[src/rtl/dot_matrix_scan_scheduler_pkg.sv]
// Shared constants and types for the dot-matrix frame store and row scanner.
package dot_matrix_pkg;
  localparam int ROWS = 8;
  localparam int COLS = 8;
  localparam logic [7:0] ROW_OFF = 8'hFF;
  localparam logic [7:0] COL_OFF = 8'h00;

  typedef logic [2:0] row_idx_t;
  typedef logic [7:0] row_bits_t;

  typedef enum logic {
    SWAP_IDLE,
    SWAP_PEND
  } swap_state_t;

  // Active-low one-hot row select; row 0 sits on bit 7.
  function automatic row_bits_t row_select(input row_idx_t idx);
    return ~(8'h80 >> idx);
  endfunction
endpackage

[src/rtl/dot_matrix_scan_scheduler_if.sv]
// Host-side write/commit port of the dot-matrix scan scheduler.
interface dot_matrix_scan_scheduler_if;
  import dot_matrix_pkg::*;

  logic      wr_valid;
  logic      wr_ready;
  row_idx_t  wr_row;
  row_bits_t wr_data;
  logic      commit;
  logic      commit_pending;

  modport master (
    output wr_valid, wr_row, wr_data, commit,
    input  wr_ready, commit_pending
  );

  modport slave (
    input  wr_valid, wr_row, wr_data, commit,
    output wr_ready, commit_pending
  );
endinterface

[src/rtl/dot_matrix_scan_scheduler_prescaler.sv]
// Row-slot prescaler: counts 0..SCAN_DIV-1, tick on the last count.
module scan_prescaler #(
  parameter int SCAN_DIV = 2500,
  parameter int CW       = $clog2(SCAN_DIV)
) (
  input  logic          clk,
  input  logic          reset,
  output logic          tick,
  output logic [CW-1:0] count
);
  logic [CW-1:0] count_d, count_q;

  always_comb begin
    tick    = (count_q == CW'(SCAN_DIV - 1));
    count_d = tick ? '0 : count_q + 1'b1;
  end

  always_ff @(posedge clk) begin
    if (reset) count_q <= '0;
    else       count_q <= count_d;
  end

  assign count = count_q;
endmodule

[src/rtl/dot_matrix_scan_scheduler.sv]
// Double-buffered 8x8 frame store with tear-free bank swap and row scan.
// Optional anti-ghost row blanking: define DOT_MATRIX_ROW_BLANK_EN.
module dot_matrix_scan_scheduler
  import dot_matrix_pkg::*;
#(
  parameter int SCAN_DIV     = 2500,
  parameter int BLANK_CYCLES = 16
) (
  input  logic                        clk,
  input  logic                        reset,
  dot_matrix_scan_scheduler_if.slave  host,
  output logic                        frame_start,
  output row_bits_t                   dot_row,
  output row_bits_t                   dot_column
);
  localparam int CW = $clog2(SCAN_DIV);

  logic          tick;
  logic [CW-1:0] count;

  scan_prescaler #(.SCAN_DIV(SCAN_DIV), .CW(CW)) u_prescaler (
    .clk   (clk),
    .reset (reset),
    .tick  (tick),
    .count (count)
  );

  swap_state_t state_d, state_q;
  logic        front_sel_d, front_sel_q;
  row_idx_t    row_idx_d, row_idx_q;
  row_bits_t   dot_row_d, dot_row_q;
  row_bits_t   dot_column_d, dot_column_q;
  logic        frame_start_d, frame_start_q;
  row_bits_t [1:0][ROWS-1:0] bank_d, bank_q;

  row_idx_t next_idx;
  logic     boundary;
  logic     swap;
  logic     wr_acc;

  // Swap FSM: the pending flag is the state, so writes and swaps never overlap.
  always_comb begin
    state_d  = state_q;
    swap     = 1'b0;
    boundary = tick && (row_idx_q == 3'd7);
    case (state_q)
      SWAP_IDLE: if (host.commit) state_d = SWAP_PEND;
      SWAP_PEND: if (boundary) begin
        state_d = SWAP_IDLE;
        swap    = 1'b1;
      end
      default:   state_d = SWAP_IDLE;
    endcase
  end

  always_comb begin
    front_sel_d   = front_sel_q ^ swap;
    wr_acc        = host.wr_valid && (state_q == SWAP_IDLE);
    bank_d        = bank_q;
    if (wr_acc) bank_d[~front_sel_q][host.wr_row] = host.wr_data;

    next_idx      = row_idx_q + 3'd1;
    row_idx_d     = row_idx_q;
    dot_row_d     = dot_row_q;
    dot_column_d  = dot_column_q;
    frame_start_d = boundary;
    // Row 0 of a swapping frame must read the new front bank.
    if (tick) begin
      row_idx_d    = next_idx;
      dot_row_d    = row_select(next_idx);
      dot_column_d = bank_q[front_sel_d][next_idx];
    end
  end

  always_ff @(posedge clk) begin
    if (reset) begin
      state_q       <= SWAP_IDLE;
      front_sel_q   <= 1'b0;
      row_idx_q     <= 3'd7;
      dot_row_q     <= ROW_OFF;
      dot_column_q  <= COL_OFF;
      frame_start_q <= 1'b0;
      bank_q        <= '0;
    end else begin
      state_q       <= state_d;
      front_sel_q   <= front_sel_d;
      row_idx_q     <= row_idx_d;
      dot_row_q     <= dot_row_d;
      dot_column_q  <= dot_column_d;
      frame_start_q <= frame_start_d;
      bank_q        <= bank_d;
    end
  end

  assign host.wr_ready       = (state_q == SWAP_IDLE);
  assign host.commit_pending = (state_q == SWAP_PEND);
  assign frame_start         = frame_start_q;
  assign dot_column          = dot_column_q;

`ifdef DOT_MATRIX_ROW_BLANK_EN
  // Column data settles while every row is off at the start of each slot.
  assign dot_row = (count < CW'(BLANK_CYCLES)) ? ROW_OFF : dot_row_q;
`else
  logic unused_blank;
  assign unused_blank = ^{count, (BLANK_CYCLES != 0)};
  assign dot_row      = dot_row_q;
`endif
endmodule

[src/flat_wrapper.sv]
// flat-port wrapper written by rule: the top's interface ports become plain ports
module dot_matrix_scan_scheduler_flat import dot_matrix_pkg::*;
#(
  parameter int SCAN_DIV     = 2500,
  parameter int BLANK_CYCLES = 16
)
  (clk, reset, frame_start, dot_row, dot_column, host_wr_valid, host_wr_row, host_wr_data, host_commit, host_wr_ready, host_commit_pending);
  dot_matrix_scan_scheduler_if host_i ();
  input  logic clk;
  input  logic reset;
  output logic frame_start;
  output row_bits_t dot_row;
  output row_bits_t dot_column;
  input wire logic [$bits(host_i.wr_valid)-1:0] host_wr_valid;
  input wire logic [$bits(host_i.wr_row)-1:0] host_wr_row;
  input wire logic [$bits(host_i.wr_data)-1:0] host_wr_data;
  input wire logic [$bits(host_i.commit)-1:0] host_commit;
  output wire logic [$bits(host_i.wr_ready)-1:0] host_wr_ready;
  output wire logic [$bits(host_i.commit_pending)-1:0] host_commit_pending;
  assign host_i.wr_valid = host_wr_valid;
  assign host_i.wr_row = host_wr_row;
  assign host_i.wr_data = host_wr_data;
  assign host_i.commit = host_commit;
  assign host_wr_ready = host_i.wr_ready;
  assign host_commit_pending = host_i.commit_pending;
  dot_matrix_scan_scheduler #(.SCAN_DIV(SCAN_DIV), .BLANK_CYCLES(BLANK_CYCLES)) u_core (.clk(clk), .reset(reset), .host(host_i), .frame_start(frame_start), .dot_row(dot_row), .dot_column(dot_column));
endmodule
[config.mk]
export PLATFORM = sky130hd
export DESIGN_NAME = dot_matrix_scan_scheduler_flat
export DESIGN_NICKNAME = d
export VERILOG_FILES = /design/src/rtl/dot_matrix_scan_scheduler_pkg.sv /design/src/rtl/dot_matrix_scan_scheduler_if.sv /design/src/rtl/dot_matrix_scan_scheduler_prescaler.sv /design/src/rtl/dot_matrix_scan_scheduler.sv /design/src/flat_wrapper.sv
export SDC_FILE = /design/constraint.sdc
export NUM_CORES = 1
export LEC_CHECK = 0
export CORE_MARGIN = 3
export CORE_UTILIZATION = 50
export DETAILED_ROUTE_END_ITERATION = 8
export GPL_ROUTABILITY_DRIVEN = 0
export MAX_ROUTING_LAYER = met4
export PLACE_DENSITY = 0.78
export SETUP_SLACK_MARGIN = 0.05
export SLEW_MARGIN = 20
export SYNTH_ARGS = -nofsm -noshare
export SYNTH_HDL_FRONTEND = slang
export SYNTH_HIERARCHICAL = 1
export SYNTH_SLANG_ARGS = --single-unit
export TNS_END_PERCENT = 30
[constraint.sdc]
create_clock -name clk -period 7.4 [get_ports clk]
set_input_delay 1.85 -clock clk [delete_from_list [all_inputs] [get_ports clk]]
set_output_delay 1.85 -clock clk [all_outputs]
set_load 0.03 [all_outputs]
Yosys cells after proc, flatten, opt, wreduce, memory -nomap -nowiden

Cells that the tools add are included.

Bitwise operators: 4
Eq/ne operators: 2
Add/subtract/negate cells: 2
Mux-type cells: 14
Reductions and logical operators: 5
$lt $le $gt $ge: 6
Shift operators: 1

Operators by type and width:

| kind                                                               | number |
|---|---|
| two-way mux 64 bit                                                 | 3 |
| bitwise mux 128 bit                                                | 1 |
| demux 64 bit (select 1 bit)                                        | 1 |
| binary-select mux 8 bit (select 3 bit)                             | 1 |
| demux 8 bit (select 3 bit)                                         | 1 |
| two-way mux 8 bit                                                  | 2 |
| adder 12 x 1 -> 12 bit (second input constant)                     | 1 |
| == test 12 bit (second input constant)                             | 1 |
| less-than comparator 3 x 4 -> 1 bit (second input constant)        | 2 |
| NOT 8 bit                                                          | 1 |
| right shift 8 x 3 -> 8 bit (first input constant)                  | 1 |
| logical AND 1 bit                                                  | 4 |
| less-than comparator 1 x 2 -> 1 bit (second input constant)        | 2 |
| two-way mux 1 bit                                                  | 4 |
| adder 3 x 1 -> 3 bit (second input constant)                       | 1 |
| == test 3 bit (second input constant)                              | 1 |
| greater-or-equal comparator 3 x 1 -> 1 bit (second input constant) | 1 |
| NOT 1 bit                                                          | 2 |
| one-hot mux 1 bit (2 select lines)                                 | 1 |
| OR reduction 2 bit                                                 | 1 |
| greater-or-equal comparator 1 bit (second input constant)          | 1 |
| XOR 1 bit                                                          | 1 |

Bits in registers: 162
Output and inout port bits: 19
Input bits: 15
Logic and storage cells: 57

Logic depth before layout (Yosys ltp)

Gate-level depths: netlist (run 1).

Depth after elaboration: 9
Gate-level depth with buffers: 12
Depth with buffers taken out: 9

Modules after synthesis

Netlist (run 1), hierarchy kept.

Modules (own cells, without submodules):

| module                    | cells an instance | area an instance (µm²) | instances | sequential area each (µm²) |
|---|---|---|---|---|
| dot_matrix_scan_scheduler | 890               | 7402.1                 | 1         | 3002.9 |
| scan_prescaler            | 60                | 555.5                  | 1         | 240.2 |

Least setup slack after synthesis (run 1)

OpenSTA, ideal clock, no wires.

Path type: input to register
From: input host_wr_row[0]
To: register u_core/bank_q[109] (netlist name)
Setup time: 0.128 ns
Buffers on the path: 1
Arrival: 3.054 ns
Cell stages on the path: 6
Required time: 7.272 ns
Setup slack: 4.219 ns
Cells stage by stage: clkbuf_1 > nor2b_1 > nand2_1 > nor2_2 > mux2i_1 > nor2_1

Word-level cells in the longest chain between the ends: 7
Elaborated cells between the ends (all ways): 8
Classes of those cells: order compare (2); mux (5); reduce/logical (1)

RTL lines:

| element                                                                                                                        | line                            | text |
|---|---|---|
| start, declared                                                                                                                | flat_wrapper.sv:15              | `input wire logic [$bits(host_i.wr_row)-1:0] host_wr_row;` |
| less-than comparator 3 x 4 -> 1 bit (not written as such) / greater-or-equal comparator 3 x 1 -> 1 bit (equally long branches) | dot_matrix_scan_scheduler.sv:60 | `if (wr_acc) bank_d[~front_sel_q][host.wr_row] = host.wr_data;` |
| logical AND 1 bit (not written as such)                                                                                        | dot_matrix_scan_scheduler.sv:60 |  |
| two-way mux 8 bit (not written as such)                                                                                        | dot_matrix_scan_scheduler.sv:60 |  |
| demux 8 bit (select 3 bit) *                                                                                                   | n/a                             |  |
| two-way mux 64 bit (not written as such) *                                                                                     | dot_matrix_scan_scheduler.sv:60 |  |
| demux 64 bit (select 1 bit) *                                                                                                  | n/a                             |  |
| bitwise mux 128 bit *                                                                                                          | dot_matrix_scan_scheduler.sv:60 |  |
| end signal, assigned                                                                                                           | dot_matrix_scan_scheduler.sv:91 | `bank_q <= bank_d;` |
| end, declared                                                                                                                  | dot_matrix_scan_scheduler.sv:34 | `row_bits_t [1:0][ROWS-1:0] bank_d, bank_q;` |

Every way passes the cells marked *; elsewhere a longest branch is shown, timed or not.
A chain may end at the register's enable or synchronous reset.

Worst setup path in the final report (run 1)

From: register u_core.u_prescaler.count_q[0], in the netlist u_core/u_prescaler/count[0]
To: register u_core.dot_column_q[5], in the netlist u_core/dot_column[5]

Word-level cells in the longest chain between the ends: 9

RTL lines:

| element                                               | line                                      | text |
|---|---|---|
| start, declared                                       | dot_matrix_scan_scheduler_prescaler.sv:11 | `logic [CW-1:0] count_d, count_q;` |
| start signal, assigned                                | dot_matrix_scan_scheduler_prescaler.sv:20 | `else count_q <= count_d;` |
| == test 12 bit *                                      | dot_matrix_scan_scheduler_prescaler.sv:14 | `tick = (count_q == CW'(SCAN_DIV - 1));` |
| named net u_core.tick                                 | dot_matrix_scan_scheduler.sv:18           | `logic tick;` |
| logical AND 1 bit                                     | dot_matrix_scan_scheduler.sv:45           | `boundary = tick && (row_idx_q == 3'd7);` |
| two-way mux 1 bit                                     | dot_matrix_scan_scheduler.sv:48           | `SWAP_PEND: if (boundary) begin` |
| two-way mux 1 bit                                     | dot_matrix_scan_scheduler.sv:46           | `case (state_q)` |
| XOR 1 bit                                             | dot_matrix_scan_scheduler.sv:57           | `front_sel_d = front_sel_q ^ swap;` |
| two-way mux 64 bit (not written as such) (2 in a row) | dot_matrix_scan_scheduler.sv:71           | `dot_column_d = bank_q[front_sel_d][next_idx];` |
| binary-select mux 8 bit (select 3 bit)                | dot_matrix_scan_scheduler.sv:71           |  |
| two-way mux 8 bit (not written as such)               | dot_matrix_scan_scheduler.sv:71           |  |
| end signal, assigned                                  | dot_matrix_scan_scheduler.sv:89           | `dot_column_q <= dot_column_d;` |
| end, declared                                         | dot_matrix_scan_scheduler.sv:32           | `row_bits_t dot_column_d, dot_column_q;` |

Mark *: on every way through the listed nets, which the timed path passes. The rest lies on a longest branch. The select of a mux whose other input is x is not followed.

==> results.py, run 1 <==
metrics = {
    "floorplan": {
        "ios": 34,
        "die_w_um": 132,
        "die_h_um": 132,
        "dieArea_um2": 17500,
        "num_rows": 45,
        "core_um2": 15400,
        "initial_core_util_pct": 51.8,
    },
    "power": {
        "ir_drop_mv": 0.185,
        "total_power_mw": 1.97,
        "power.density_nw_per_um2": 218,
        "power.leakage_nw": 3.48,
    },
    "place": {
        "dp.final_hpwl_um": 13500,
        "place_area_um2": 8340,
        "dpl.cell_count": 1132,
        "port_buffers": 33,
        "place_ws_ns": 3.19,
    },
    "logic_synthesis": {
        "yosysUniqueCellTypes": 58,
        "synth_warnings": 6,
        "synth_area_um2": 7960,
        "synthCells": 950,
        "syn_nets": 973,
        "synth_edf_count": 0,
        "synth-seq-cells": 162,
        "synth_most_common_cell": "dfxtp_1",
        "synthArstFlopShare_pct": 0,
        "synth_top_area_share_pct": 40.8,
        "syn_avg_cell_area_um2": 8.38,
        "synth_top_area_cell": "dfxtp_1",
        "synthFlopType": "dfxtp_1",
        "synth.area.top_cells": "dfxtp_1, mux2i_1, nor2_1",
        "synth-seq-area-share_pct": 40.8,
        "synth_common_cells": "dfxtp_1, nor2_1, mux2i_1",
    },
    "sta": {
        "slew_headroom_pct": 24.0,
        "skew_ns": 0.00756,
        "drv_slew": 0,
        "rsz0062_at_grt": "no",
        "setup_ws_ns": 3.24,
        "hold_ws_ns": 0.455,
        "report.final.hold_viol_count": 0,
        "final-setup-viol-count": 0,
        "tns_ns": 0,
        "fmax_mhz": 240,
        "worstMarginPinSlew_ns": 1.13,
        "fin_crit_sh_pct": 56.2,
        "period_needed_ns": 4.16,
    },
    "detailed_routing": {
        "wl_um": 21600,
        "wl_met1_um": 9570,
        "dr.first_iter.drc_count": 788,
        "met3_length_um": 1820,
        "ant_nets": 0,
        "firstDrtPassIters": 6,
        "dr_total_vias": 7085,
        "top_layer": "met4",
        "route.detailed.drc": 0,
        "wire_per_inst_um": 18.5,
        "wl_met2_um": 9710,
        "vias_per_cell": 6.09,
    },
    "final_layout": {
        "final_util_pct": 58.7,
        "syn2layout_area_growth_pct": 13.3,
        "fin_area_um2": 9020,
        "final_cells": 1164,
        "drive_above_1_share_pct": 7.35,
        "antenna_cells": 0,
        "nets": 963,
    },
    "global_routing": {
        "grt.total_usage_pct": 25.2,
        "grt_max_degree": 93,
        "grt_pass1_wl_um": 34600,
        "grt_pass1_vias": 6498,
        "antenna_found_initial": 0,
        "overflow": 0,
    },
    "critical_path": {
        "path_buf_inv": 2,
        "cp_top_family": "simple AND/OR/NAND/NOR gates",
        "start_kind": "flip-flop",
        "cpMaxStageDelayCell": "nand3_4",
        "crit_path_max_fanout": 54,
        "critical_path_class": "flip-flop to flip-flop",
        "required_ns": 7.71,
        "cpMostUsedCell": "buf_4",
        "worstPathArrival_ns": 4.47,
        "worst_setup_path_end_kind": "flip-flop",
        "cp_slowest_stage_delay_ns": 0.61,
        "cp_cell_sequence": "ha_1 > nor4b_1 > and3_1 > buf_4 > nand3_4 > xnor2_2 > buf_4 > mux2i_1 > a32oi_1 > a311oi_1 > o21ai_0",
    },
    "clocking": {
        "path_clk_slew_ns": 0.06,
        "cts_max_path_buffers": 2,
        "htree_levels": 4,
        "cts_hold_buffers": 0,
        "clock-sinks": 162,
        "cts_tree": "done",
        "post-cts-setup-buffer-count": 0,
        "cts_buffers": 17,
        "clk_latency_ns": 0.43,
        "root_buffer": "clkbuf_16",
        "cts_resized": 0,
    },
    "worst_hold_path": {
        "hp-class": "flip-flop to flip-flop",
    },
    "run_status": {
        "status": "finished, final reports clean",
    },
    "flow_run": {
        "max-cap-violations": 0,
    },
}
## flip-flops by register name, summed over array words and instances, names as in the netlist
register and cells:
u_core/host.commit_pending 1, u_core/row_idx_q 3, u_core/front_sel_q 1, u_core/bank_q 128, u_core/dot_column 8, u_core/dot_row 8, u_core/u_prescaler/count 12, u_core/frame_start 1
## final cells by class
class / count / area (um2)
clock buffers: 24 / 512
clock inverters: 8 / 169
fillers: 1343 / 6350
inverters: 12 / 45.0
multi-input cells: 704 / 4380
flip-flops and latches: 162 / 3250
well taps: 211 / 264
repair buffers: 43 / 403
## metal layers
layer | GRT usage, % | vias to the layer above
li1 | - | 3329
met1 | 34.4 | 3401
met2 | 37.4 | 314
met3 | 5.38 | 41
met4 | 7.99 | 0
met5 | - | -
## cell usage in the layout, fill, tap and decap left out, drive strengths merged, types with 10 or more instances in the layout
cell type / Yosys / final
dfxtp: 162 / 162
a31oi: 29 / 29
nand2: 113 / 113
o211ai: 11 / 11
inv: 12 / 13
a21oi: 41 / 41
clkbuf: 49 / 24
mux2i: 136 / 136
nor3: 22 / 22
o21ai: 23 / 23
nor2: 160 / 160
clkdlybuf4s50: 0 / 32
nand2b: 10 / 10
buf: 23 / 11
nand3: 51 / 51
## path summary, 6_finish.rpt
path | from | to | slack (ns) | depth (start not counted)
worst max-delay path | u_core/u_prescaler/count[0] | u_core/dot_column[5] | 3.24 | 11
worst max register to register | u_core/u_prescaler/count[0] | u_core/dot_column[5] | 3.24 | 11
worst min register to register | u_core/bank_q[70] | u_core/bank_q[70] | 0.45 | 2
worst min-delay path | u_core/bank_q[70] | u_core/bank_q[70] | 0.45 | 2
## where the power goes
group / switching [mW] / internal (mW) / total, mW
sequential: 0.00755 / 0.880 / 0.887
clock: 0.360 / 0.654 / 1.01
combinational: 0.0479 / 0.0216 / 0.0695
## cells by family after synthesis
kind of cell	share of synthesized area, %
simple gates	22.3
flops	40.8
compound gates	13.1
mux	17.6
buf+inv	4.39
fa+ha+maj	1.26
xor+xnor	0.660
## worst reg2reg max path: cells and delay by family (launching register included)
| family | cells | cell delay [ns] |
|---|---|---|
| mux | 1 | 0.32 |
| simple gates | 3 | 1.20 |
| flops | 1 | 0.44 |
| compound gates | 3 | 0.59 |
| fa+ha+maj | 1 | 0.24 |
| buf+inv | 2 | 0.64 |
| xor+xnor | 1 | 0.61 |
Power figures use the tool's default switching activity.
==> run 2, diff against run 1 <==
- PLACE_DENSITY: 0.78 -> 0.8
- clock period: 7.4 -> 3.47 ns (I/O delays scaled with it)
==> run 2 against run 1 <==
  * Sequential share of layout area decreased by 0.27 points
  * Combinational power is 120% higher
  * Sequential power rose by 110%
  * Critical path depth down 2
  * Largest cell class unchanged
  * First-iteration DRC count increased by 15%
  * Die area unchanged
  * Final area rose by 0.75%
  * Global-route usage up 0.47 points
==> results.py, run 2 (synthesis results as in run 1) <==
metrics = {
    "run_status": {
        "status": "finished, final reports clean",
    },
    "clocking": {
        "clk_latency_ns": 0.43,
        "path_clk_slew_ns": 0.06,
        "cts_max_path_buffers": 2,
        "htree_levels": 4,
        "cts_hold_buffers": 0,
        "post-cts-setup-buffer-count": 0,
        "cts_tree": "done",
        "cts_resized": 0,
        "clock-sinks": 162,
        "root_buffer": "clkbuf_16",
        "cts_buffers": 17,
    },
    "place": {
        "port_buffers": 33,
        "place_area_um2": 8460,
        "dp.final_hpwl_um": 14000,
    },
    "critical_path": {
        "worst_setup_path_end_kind": "flip-flop",
        "cpMaxStageDelayCell": "dfxtp_1",
        "cp_top_family": "simple AND/OR/NAND/NOR gates",
        "start_kind": "flip-flop",
        "required_ns": 3.77,
        "critical_path_class": "flip-flop to flip-flop",
        "cp-startpoint": "u_core/u_prescaler/count[0]",
        "path_buf_inv": 0,
        "crit_path_max_fanout": 15,
        "cp_slowest_stage_delay_ns": 0.44,
        "r2r-start": "u_core/u_prescaler/count[0]",
        "cp_cell_sequence": "ha_1 > nor4b_1 > and3_1 > and3_2 > xnor2_2 > mux4_2 > and2_1 > a311oi_1 > o21ai_0",
        "worstPathArrival_ns": 3.29,
    },
    "final_layout": {
        "final_common_cell": "dfxtp_1",
        "seq_area_um2": 3250,
        "multi_input_area_um2": 4380,
        "final_cell_mix": "dfxtp_1, nor2_1, mux2i_1, nand2_1, nand3_1",
        "nets": 976,
        "largest_reg_flops": 128,
        "fin_area_um2": 9090,
        "regMostFlops": "u_core/bank_q",
        "drive_above_1_share_pct": 8.32,
        "fillCellCount": 1361,
        "antenna_cells": 0,
        "syn2layout_area_growth_pct": 14.2,
    },
    "detailed_routing": {
        "vias_per_cell": 6.11,
        "wl_um": 21800,
        "wire_per_inst_um": 18.6,
        "firstDrtPassIters": 6,
        "route.detailed.drc": 0,
        "dr_total_vias": 7163,
        "dr.first_iter.drc_count": 905,
        "ant_nets": 0,
    },
    "global_routing": {
        "grt.total_usage_pct": 25.7,
        "grt_pass1_wl_um": 35200,
        "overflow": 0,
        "antenna_found_initial": 0,
        "grt_pass1_vias": 6697,
        "grt_max_degree": 62,
    },
    "floorplan": {
        "initial_core_util_pct": 51.8,
        "ios": 34,
        "die_w_um": 132,
        "num_rows": 45,
        "die_h_um": 132,
        "dieArea_um2": 17500,
        "core_um2": 15400,
    },
    "power": {
        "power.leakage_nw": 3.52,
        "total_power_mw": 4.07,
        "ir_drop_mv": 0.372,
        "power.density_nw_per_um2": 447,
    },
    "sta": {
        "final-setup-viol-count": 0,
        "fmax_mhz": 335,
        "worstMarginPinSlew_ns": 0.844,
        "drv_slew": 0,
        "skew_ns": 0.0101,
        "tns_ns": 0,
        "rsz0062_at_grt": "no",
        "fin_crit_sh_pct": 86.1,
        "slew_headroom_pct": 43.4,
        "period_needed_ns": 2.99,
        "report.final.hold_viol_count": 0,
    },
    "flow_run": {
        "max-cap-violations": 0,
    },
    "worst_hold_path": {
        "hp-class": "flip-flop to flip-flop",
        "hp-start": "u_core/bank_q[1]",
    },
}
-- run 2: cell types whose count changed in the layout (fill, tap and decap cells not counted), sizes merged --
cell    delta
buf       +13
clkbuf     -6
clkinv     +3
inv        -1
-- run 2: per-layer routing --
| layer | global-route usage [%] | routed length, um | vias to the layer above |
|---|---|---|---|
| met5 | - | 0 | - |
| met4 | 10.1 | 595 | 0 |
| met1 | 33.5 | 9310 | 3393 |
| met3 | 5.99 | 1990 | 59 |
| met2 | 38.7 | 9870 | 370 |
| li1 | - | - | 3341 |
-- run 2: worst reg2reg max path, stage by stage (launching register included) --
cell	delay [ns]
dfxtp_1	0.44
ha_1	0.22
nor4b_1	0.33
and3_1	0.33
and3_2	0.28
xnor2_2	0.33
mux4_2	0.42
and2_1	0.17
a311oi_1	0.25
o21ai_0	0.10
-- run 2: per-stage QoR --
stage / cells / utilization, % / hold slack (ns) / setup WS (ns)
final: 1173 / 59.1 / 0.454 / 0.484
after global routing: 1173 / 59.1 / 0.471 / 0.216
after CTS: 1173 / 59.1 / 0.458 / 0.484
after detailed placement: 1145 / 55.1 / 0.450 / 0.485
after global placement: 1145 / 55.1 / 0.442 / 0.603
after floorplan: 950 / - / 0.433 / 0.840
-- run 2: worst paths after layout --
kind	end	slack, ns	cells after the start
max reg2reg	u_core/dot_column[5]	0.48	9
min	u_core/bank_q[1]	0.45	2
max	u_core/dot_column[5]	0.48	9
min reg2reg	u_core/bank_q[1]	0.45	2
-- run 2: power by group --
part / switching, mW / total (mW) / internal, mW
combinational: 0.100 / 0.151 / 0.0507
sequential: 0.0169 / 1.89 / 1.88
clock: 0.743 / 2.02 / 1.28
total: 0.860 / 4.07 / 3.21
-- run 2: cell type report --
cell class | instances | share of cell area, %
inverter | 12 | 0.496
clock inverter | 10 | 2.05
tap | 211 | 2.91
clock buffer | 18 | 4.83
sequential | 162 | 35.7
timing repair buffer | 56 | 5.78
multi-input combinational | 704 | 48.2
